--- src/rtl/dmem_responder_pkg.sv ---
// Shared definitions for the data-memory responder: FSM state encoding and
// doubleword geometry.
package dmem_responder_pkg;

    localparam int DW_BYTES = 8;
    localparam int DW_SHIFT = $clog2(DW_BYTES);

    typedef enum logic [1:0] {
        IDLE = 2'd0,
        BUSY = 2'd1,
        RESP = 2'd2
    } state_t;

endpackage

--- src/rtl/dmem_array.sv ---
// DEPTH x 64-bit storage with synchronous write, registered read and
// asynchronous clear of every entry on reset.
module dmem_array #(
    parameter  int DEPTH = 32,
    localparam int IDX_W = $clog2(DEPTH)
) (
    input  logic             clk,
    input  logic             rst_n,
    input  logic             wr_en,
    input  logic             rd_en,
    input  logic [IDX_W-1:0] idx,
    input  logic [63:0]      wdata,
    output logic [63:0]      rdata
);

    logic [63:0] mem [DEPTH];

    always_ff @(posedge clk or negedge rst_n) begin
        if (!rst_n) begin
            for (int i = 0; i < DEPTH; i++) begin
                mem[i] <= '0;
            end
            rdata <= '0;
        end else begin
            if (wr_en) begin
                mem[idx] <= wdata;
            end
            if (rd_en) begin
                rdata <= mem[idx];
            end
        end
    end

endmodule

--- src/rtl/dmem_responder.sv ---
// Single-outstanding data-memory responder: accepts one request, waits
// LATENCY cycles in BUSY, then holds the response until it is consumed.
module dmem_responder
    import dmem_responder_pkg::*;
#(
    parameter int DEPTH   = 32,
    parameter int LATENCY = 2
) (
    input  logic        Clk,
    input  logic        Rst_n,
    input  logic        req_valid,
    output logic        req_ready,
    input  logic        req_write,
    input  logic [63:0] req_addr,
    input  logic [63:0] req_wdata,
    output logic        resp_valid,
    input  logic        resp_ready,
    output logic [63:0] resp_rdata,
    output logic        resp_err,
    output state_t      dbg_state
);

    // Handshakes: a transfer happens on a rising edge where valid and ready
    // are both high; valid may not depend on ready, and a response, once
    // valid, holds its payload unchanged until the edge that transfers it.

    localparam int         IDX_W    = $clog2(DEPTH);
    localparam logic [3:0] CNT_INIT = 4'(LATENCY - 1);

    state_t      state_q, state_d;
    logic [3:0]  cnt_q;
    logic        lat_write_q;
    logic [63:0] lat_addr_q;
    logic [63:0] lat_wdata_q;
    logic        resp_err_q;
    logic        accept;
    logic        access;
    logic        addr_err;
    logic        mem_wr;
    logic        mem_rd;
    logic [63:0] arr_rdata;

    // Anything above the last doubleword index is out of range.
    assign addr_err = (lat_addr_q[DW_SHIFT-1:0] != '0) ||
                      (lat_addr_q[63:DW_SHIFT+IDX_W] != '0);

    always_comb begin
        state_d   = state_q;
        req_ready = 1'b0;
        access    = 1'b0;
        case (state_q)
            IDLE: begin
                req_ready = 1'b1;
                if (req_valid) begin
                    state_d = BUSY;
                end
            end
            BUSY: begin
                if (cnt_q == '0) begin
                    access  = 1'b1;
                    state_d = RESP;
                end
            end
            RESP: begin
                if (resp_ready) begin
                    state_d = IDLE;
                end
            end
            default: state_d = IDLE;
        endcase
    end

    assign accept = req_valid && req_ready;
    assign mem_wr = access && lat_write_q && !addr_err;
    assign mem_rd = access && !lat_write_q && !addr_err;

    always_ff @(posedge Clk or negedge Rst_n) begin
        if (!Rst_n) begin
            state_q     <= IDLE;
            cnt_q       <= '0;
            lat_write_q <= 1'b0;
            lat_addr_q  <= '0;
            lat_wdata_q <= '0;
            resp_err_q  <= 1'b0;
        end else begin
            state_q <= state_d;
            if (accept) begin
                lat_write_q <= req_write;
                lat_addr_q  <= req_addr;
                lat_wdata_q <= req_wdata;
                cnt_q       <= CNT_INIT;
            end else if (state_q == BUSY && cnt_q != '0) begin
                cnt_q <= cnt_q - 1'b1;
            end
            if (access) begin
                resp_err_q <= addr_err;
            end
        end
    end

    dmem_array #(.DEPTH(DEPTH)) u_array (
        .clk   (Clk),
        .rst_n (Rst_n),
        .wr_en (mem_wr),
        .rd_en (mem_rd),
        .idx   (lat_addr_q[DW_SHIFT +: IDX_W]),
        .wdata (lat_wdata_q),
        .rdata (arr_rdata)
    );

    // The array read register keeps stale data, so only successful loads expose it.
    assign resp_valid = (state_q == RESP);
    assign resp_err   = resp_valid && resp_err_q;
    assign resp_rdata = (resp_valid && !lat_write_q && !resp_err_q) ? arr_rdata : '0;
    assign dbg_state  = state_q;

endmodule

--- config.mk ---
export PLATFORM = sky130hd
export DESIGN_NAME = dmem_responder
export DESIGN_NICKNAME = d
export VERILOG_FILES = /design/src/rtl/dmem_responder_pkg.sv /design/src/rtl/dmem_array.sv /design/src/rtl/dmem_responder.sv
export SDC_FILE = /design/constraint.sdc
export NUM_CORES = 2
export LEC_CHECK = 0
export BUFFER_PORTS_ARGS = -buffer_cell sky130_fd_sc_hd__buf_2
export CAP_MARGIN = 20
export CORE_AREA = 3 3 432 434
export DETAILED_ROUTE_END_ITERATION = 16
export DIE_AREA = 0 0 435 437
export PLACE_DENSITY = 0.71
export SLEW_MARGIN = 20
export SYNTH_ARGS = -nofsm -noshare
export SYNTH_HDL_FRONTEND = slang
export SYNTH_SLANG_ARGS = --single-unit
--- constraint.sdc ---
create_clock -name Clk -period 4 [get_ports Clk]
set_input_delay 0.2 -clock Clk [delete_from_list [all_inputs] [get_ports Clk]]
set_output_delay 0.2 -clock Clk [all_outputs]
set_load 0.01 [all_outputs]
# --- Word-level counts from Yosys, hierarchy flattened ---
# Cells that the tools add are included.
word_totals:
  input_bits: 133
  register_bits: 2248
  elab_cells: 85
classes:
  add_sub_neg: 1
  n_lt_le_gt_ge: 2
  bitwise: 1
  n_reduce_logical: 21
  n_mux: 16
  eq_ne: 5
op_table:
  columns: ["op", "count"]
  rows:
  - ["bitwise mux 2048 bit", 1]
  - ["binary-select mux 64 bit (select 5 bit)", 1]
  - ["demux 64 bit (select 5 bit)", 1]
  - ["2-to-1 mux 64 bit", 4]
  - ["nonzero test 56 bit", 1]
  - ["logical AND 1 bit", 10]
  - ["2-to-1 mux 4 bit", 2]
  - ["greater-or-equal comparator 6 bit, second input constant", 1]
  - ["less-than comparator 6 x 1 -> 1 bit, second input constant", 1]
  - ["2-to-1 mux 2 bit", 3]
  - ["inverter 5 -> 6 bit", 1]
  - ["one-hot mux 2 bit (3 select lines)", 1]
  - ["zero test 4 bit", 1]
  - ["inequality test 2 bit, second input constant", 2]
  - ["nonzero test 4 bit", 1]
  - ["subtractor 4 x 1 -> 4 bit, second input constant", 1]
  - ["zero test 1 bit", 3]
  - ["2-to-1 mux 1 bit", 3]
  - ["AND reduction 3 bit", 1]
  - ["nonzero test 3 bit", 1]
  - ["equality test 2 x 1 -> 1 bit, second input constant", 1]
  - ["equality test 2 bit, second input constant", 1]
  - ["zero test 2 bit", 1]
  - ["inequality test 2 x 1 -> 1 bit, second input constant", 1]
  - ["2 further kinds", 2]

# --- Depth between registers and ports, before layout ---
depth:
  ltp_word: 6
  depth_mapped: 9

# --- Cells and area by module ---
# Synthesis repeated with hierarchy kept, for this count alone.
unflattened:
  cells_unflattened: 7068
  hier_area_um2: 100234.9
by_module_without_submodules:
  columns: ["module", "seq_area_each_um2", "area_each_um2", "instances", "cells_each"]
  rows:
  - ["dmem_array", 52850.7, 94521.9, 1, 6396]
  - ["dmem_responder", 3403.3, 5713.0, 1, 672]

# --- Worst setup path after synthesis ---
# No wires, ideal clock.
synth_timing:
  kind: "register to register"
  start: "reg cnt_q[0]"
  end: "reg u_array.mem[1741] (netlist name)"
  arrival_time_ns: 2.389
  path_slack_ns: 1.483
  period_less_slack_ns: 2.517
  required_time_ns: 3.872
  stages_incl_launch_ff: 10
  setup_ns: 0.128
  cell_sequence: "dfrtp_1 > inv_1 > ha_1 > nor3b_1 > nand2_1 > nor4_2 > buf_4 > nand4_4 > buf_2 > mux2_1"
synth_between:
  elab_chain_len: 5
synth_rtl:
  columns: ["item", "line", "text"]
  rows:
  - ["start, declared", "dmem_responder.sv:31", "logic [3:0] cnt_q;"]
  - ["start signal, assigned", "dmem_responder.sv:93", "cnt_q <= cnt_q - 1'b1;"]
  - ["zero test 4 bit", "dmem_responder.sv:59", "if (cnt_q == '0) begin"]
  - ["2-to-1 mux 1 bit", "dmem_responder.sv:59", null]
  - ["2-to-1 mux 1 bit", "dmem_responder.sv:51", "case (state_q)"]
  - ["logical AND 1 bit (2 in series)", "dmem_responder.sv:74", "assign mem_wr = access && lat_write_q && !addr_err;"]
  - ["end signal, assigned by index", "dmem_array.sv:26", "mem[idx] <= wdata;"]
  - ["end, declared", "dmem_array.sv:16", "logic [63:0] mem [DEPTH];"]
# No other way between the ends.
# A chain may end at the register's enable or synchronous reset.

# --- Worst setup path in the final report ---
layout_timing:
  start: "reg lat_addr_q[53]"
  end: "reg u_array.mem[1577] (netlist name)"
layout_between:
  elab_chain_len: 4
layout_rtl:
  columns: ["item", "line", "text"]
  rows:
  - ["start, declared", "dmem_responder.sv:33", "logic [63:0] lat_addr_q;"]
  - ["start signal, assigned", "dmem_responder.sv:89", "lat_addr_q <= req_addr;"]
  - ["nonzero test 56 bit", "dmem_responder.sv:45", "(lat_addr_q[63:DW_SHIFT+IDX_W] != '0);"]
  - ["logical OR 1 bit", "dmem_responder.sv:44", "assign addr_err = (lat_addr_q[DW_SHIFT-1:0] != '0) ||"]
  - ["zero test 1 bit", "dmem_responder.sv:74", null]
  - ["logical AND 1 bit", "dmem_responder.sv:74", null]
# No other way between the ends.

==> out/qor.csv <==
stage,metric,value,unit
synth,synth.avg_cell_area,14.2,um2
floorplanning,fp.dieW,435,um
global_route,grt_overflow,0,
synth,yosys_most_used_dff,dfrtp_1,
setup_path,cp_max_fo,47,
timing,setup_tns,0,ps
synth,synth-edff-count,0,
placed_design,numPortBuffers,201,
cells_and_area,nFillCells,13955,
timing,fin_skew,25.1,ps
power,pwr-share-clk,0.365,
synth,synthTopCellsByArea,"dfrtp_1, mux2_2, mux2i_1",
power,p_sw,18.6,mW
cts,cts_resized,0,
power,powerDensity,517,mW/mm2
timing,holdWs,104,ps
setup_path,rrSetupSlack,440,ps
cts,ctsRootBufferMaster,clkbuf_16,
timing,period_minus_slack,3560,ps
detailed_routing,drtIter0Drc,4645,
floorplanning,die_h,437,um
synth,syn-cell-area,0.100,mm2
setup_path,rr_startpoint,lat_addr_q[53]$_DFFE_PN0P_,
detailed_routing,wl,270000,um
detailed_routing,drtPass1Iterations,6,
global_route,antenna_found_initial,5,
cts,cts_buffers,229,
power,swShare,0.317,
synth,yosysUniqueCellTypes,40,
cts,clkSlewWorstSetupHoldPaths,60,ps
floorplanning,start_util,0.548,
setup_path,crit_required,4720,ps
global_route,grt_max_degree,173,
timing,setup_viol,0,
synth,synth_top_area_share,0.561,
floorplanning,num_rows,157,
floorplanning,pin_count,202,
detailed_routing,wl_per_cell,27.3,um
setup_path,path_class,reg -> reg,
cells_and_area,drive_above_1_share,0.397,
detailed_routing,via_per_inst,6.21,
power,max-vdd-ir-drop,0.657,mV
global_route,grt_first_pass_wirelength,406000,um
cts,cts_tree,done,
placed_design,dpl.hpwl,150000,um
timing,rsz0062_at_grt,false,
min_path,hp-class,in -> reg,
cells_and_area,multi_input_area,0.0415,mm2
cells_and_area,final-seq-area,0.0563,mm2
global_route,grt_pass1_vias,63790,
job,cap_violations,0,
synth,yosys.area.top_type,dfrtp_1,
cts,clk_latency,860,ps
setup_path,setup.worst_path.start_class,flop,
synth,ys_warn_count,0,
timing,fin_crit_sh,0.890,
min_path,hold_end,lat_wdata_q[51]$_DFFE_PN0P_,
timing,maxSlewHeadroom,0.261,
global_route,grt_use_total,0.281,
outcome,outcome,finished clean,
timing,slew_viol_final,0,
synth,seq_area_frac_synth,0.561,
min_path,holdPathStages,3,
setup_path,crit_start,lat_addr_q[53]$_DFFE_PN0P_,
min_path,min-delay-start,req_wdata[51],
cts,cts.sinks,2248,
cts,htree_levels,4,
floorplanning,coreArea,0.183,mm2
cells_and_area,area_growth,13.2,%
setup_path,reg2reg_to,u_array.mem[1577]$_DFFE_PN0P_,
power,internal_power,40.1,mW
timing,hold_violations,0,
cts,post_cts_buffers,0,
power,seqPwrFrac,0.458,
power,p_leak,58.1,nW
setup_path,rr_worst_depth,7,
timing,worst_pin_slew,1110,ps
detailed_routing,ant_nets,0,
cts,cts_hold_buf,132,
synth,synth-async-reset-ratio,1.00,
synth,synth_seq_cells,2248,
synth,synth_nets,7186,
cts,clock_path_buffers,3,
timing,fmax,281,MHz
detailed_routing,vias,61216,
power,p_comb_frac,0.177,
placed_design,globalplace.congestion,0.781,
cells_and_area,final_nets,7340,
setup_path,end_kind,flop,
detailed_routing,drc_errors,0,
floorplanning,die-area,0.190,mm2
setup_path,crit_arrival,4280,ps
synth,syn_inst,7052,
[registers in the layout, summed over array words and instances (netlist names)]
name           count
lat_addr_q        64
dbg_state          2
resp_err_q         1
u_array.mem     2048
lat_write_q        1
cnt_q              4
lat_wdata_q       64
u_array.rdata     64
[synth_stat cells (6+ instances only)]
cell	number
buf_1	49
nand2_1	70
clkbuf_1	415
mux2i_1	1024
buf_2	190
nand4_4	30
and2_1	66
o22ai_1	512
nor4_1	143
nand4bb_1	6
mux2_1	172
mux2_2	2069
dfrtp_1	2248
[per-layer routing]
metal	wire (um)	up-vias	share of wire	global-route usage
met1	116000	32890	0.43	0.375
li1	-	26258	-	-
met4	8750	0	0.032	0.0900
met2	133000	1539	0.49	0.478
met3	11800	529	0.044	0.0365
met5	0	-	0	0
[layout by cell type (no fill, tap or decap), types with 3 or more instances in the layout]
| cell | count |
|---|---|
| and2_1 | 65 |
| and3b_1 | 3 |
| buf_12 | 76 |
| buf_2 | 200 |
| buf_4 | 172 |
| bufinv_16 | 13 |
| clkbuf_1 | 70 |
| clkbuf_16 | 232 |
| clkbuf_8 | 49 |
| clkinv_2 | 36 |
| clkinv_8 | 3 |
| clkinvlp_4 | 3 |
| dfrtp_1 | 2234 |
| dfrtp_2 | 13 |
| diode_2 | 5 |
| dlygate4sd3_1 | 131 |
| inv_1 | 3 |
| inv_16 | 4 |
| inv_6 | 3 |
| mux2_1 | 172 |
| mux2_2 | 2069 |
| mux2i_1 | 1024 |
| nand2_1 | 70 |
| nand4_1 | 5 |
| nand4_4 | 31 |
| nand4b_1 | 4 |
| nand4bb_4 | 6 |
| nor2_1 | 5 |
| nor3b_2 | 4 |
| nor4_1 | 143 |
| o22ai_1 | 512 |
| or4b_4 | 4 |
[metrics by stage]
stage	worst slack, ps	power [mW]	utilization	area [um2]	instances
3_5_place_dp	534	37.5	0.572	105000	9306
5_1_grt	350	60.8	0.621	114000	9859
6_report	438	58.7	0.621	114000	9861
3_3_place_gp	556	37.3	0.572	105000	9306
4_1_cts	481	59.0	0.620	114000	9855
2_1_floorplan	1480	32.9	-	100000	7052
[worst max-delay path by stage]
| stage | depth (start not counted) | endpoint | slack, ps |
|---|---|---|---|
| final | 7 | u_array.mem[1577]$_DFFE_PN0P_ | 440 |
| after detailed placement | 9 | u_array.mem[1581]$_DFFE_PN0P_ | 530 |
| after CTS | 9 | u_array.mem[1572]$_DFFE_PN0P_ | 480 |
| after global placement | 9 | u_array.mem[1576]$_DFFE_PN0P_ | 560 |
| after floorplan | 9 | u_array.mem[1741]$_DFFE_PN0P_ | 1480 |
| after global routing | 9 | u_array.mem[1576]$_DFFE_PN0P_ | 350 |
[critical path, cell delays in order (launching register included)]
cell and delay [ps]:
dfrtp_1 380, nor4_1 400, nand4_1 290, nor4_4 880
buf_4 400, nand4_4 130, buf_4 480, mux2_2 410
[layout make-up]
class,instances,share of cell area
clock inverters,66,0.00729
inverters,3,0.0000991
well taps,2464,0.0271
diodes,5,0.000110
clock buffers,351,0.0593
flip-flops and latches,2248,0.495
repair buffers,581,0.0455
multi-input cells,4143,0.365
[power groups by stage]
stage | logic, mW | clock network [mW] | registers, mW
2_1_floorplan | 8.59 | 0 | 24.4
3_3_place_gp | 10.1 | 0 | 27.2
3_5_place_dp | 10.2 | 0 | 27.3
4_1_cts | 10.3 | 21.8 | 26.9
5_1_grt | 10.7 | 22.7 | 27.3
6_report | 10.4 | 21.4 | 26.9
[kinds of logic after synthesis]
group / synth area share
adders and majority gates: 0.000125
buffers and inverters: 0.0272
DFF: 0.561
and+or+nand+nor: 0.0259
muxes: 0.354
AOI/OAI and AO/OA: 0.0321
xor gates and xnor gates: 0.000262
Note: power is estimated with default switching activity, not from simulation.
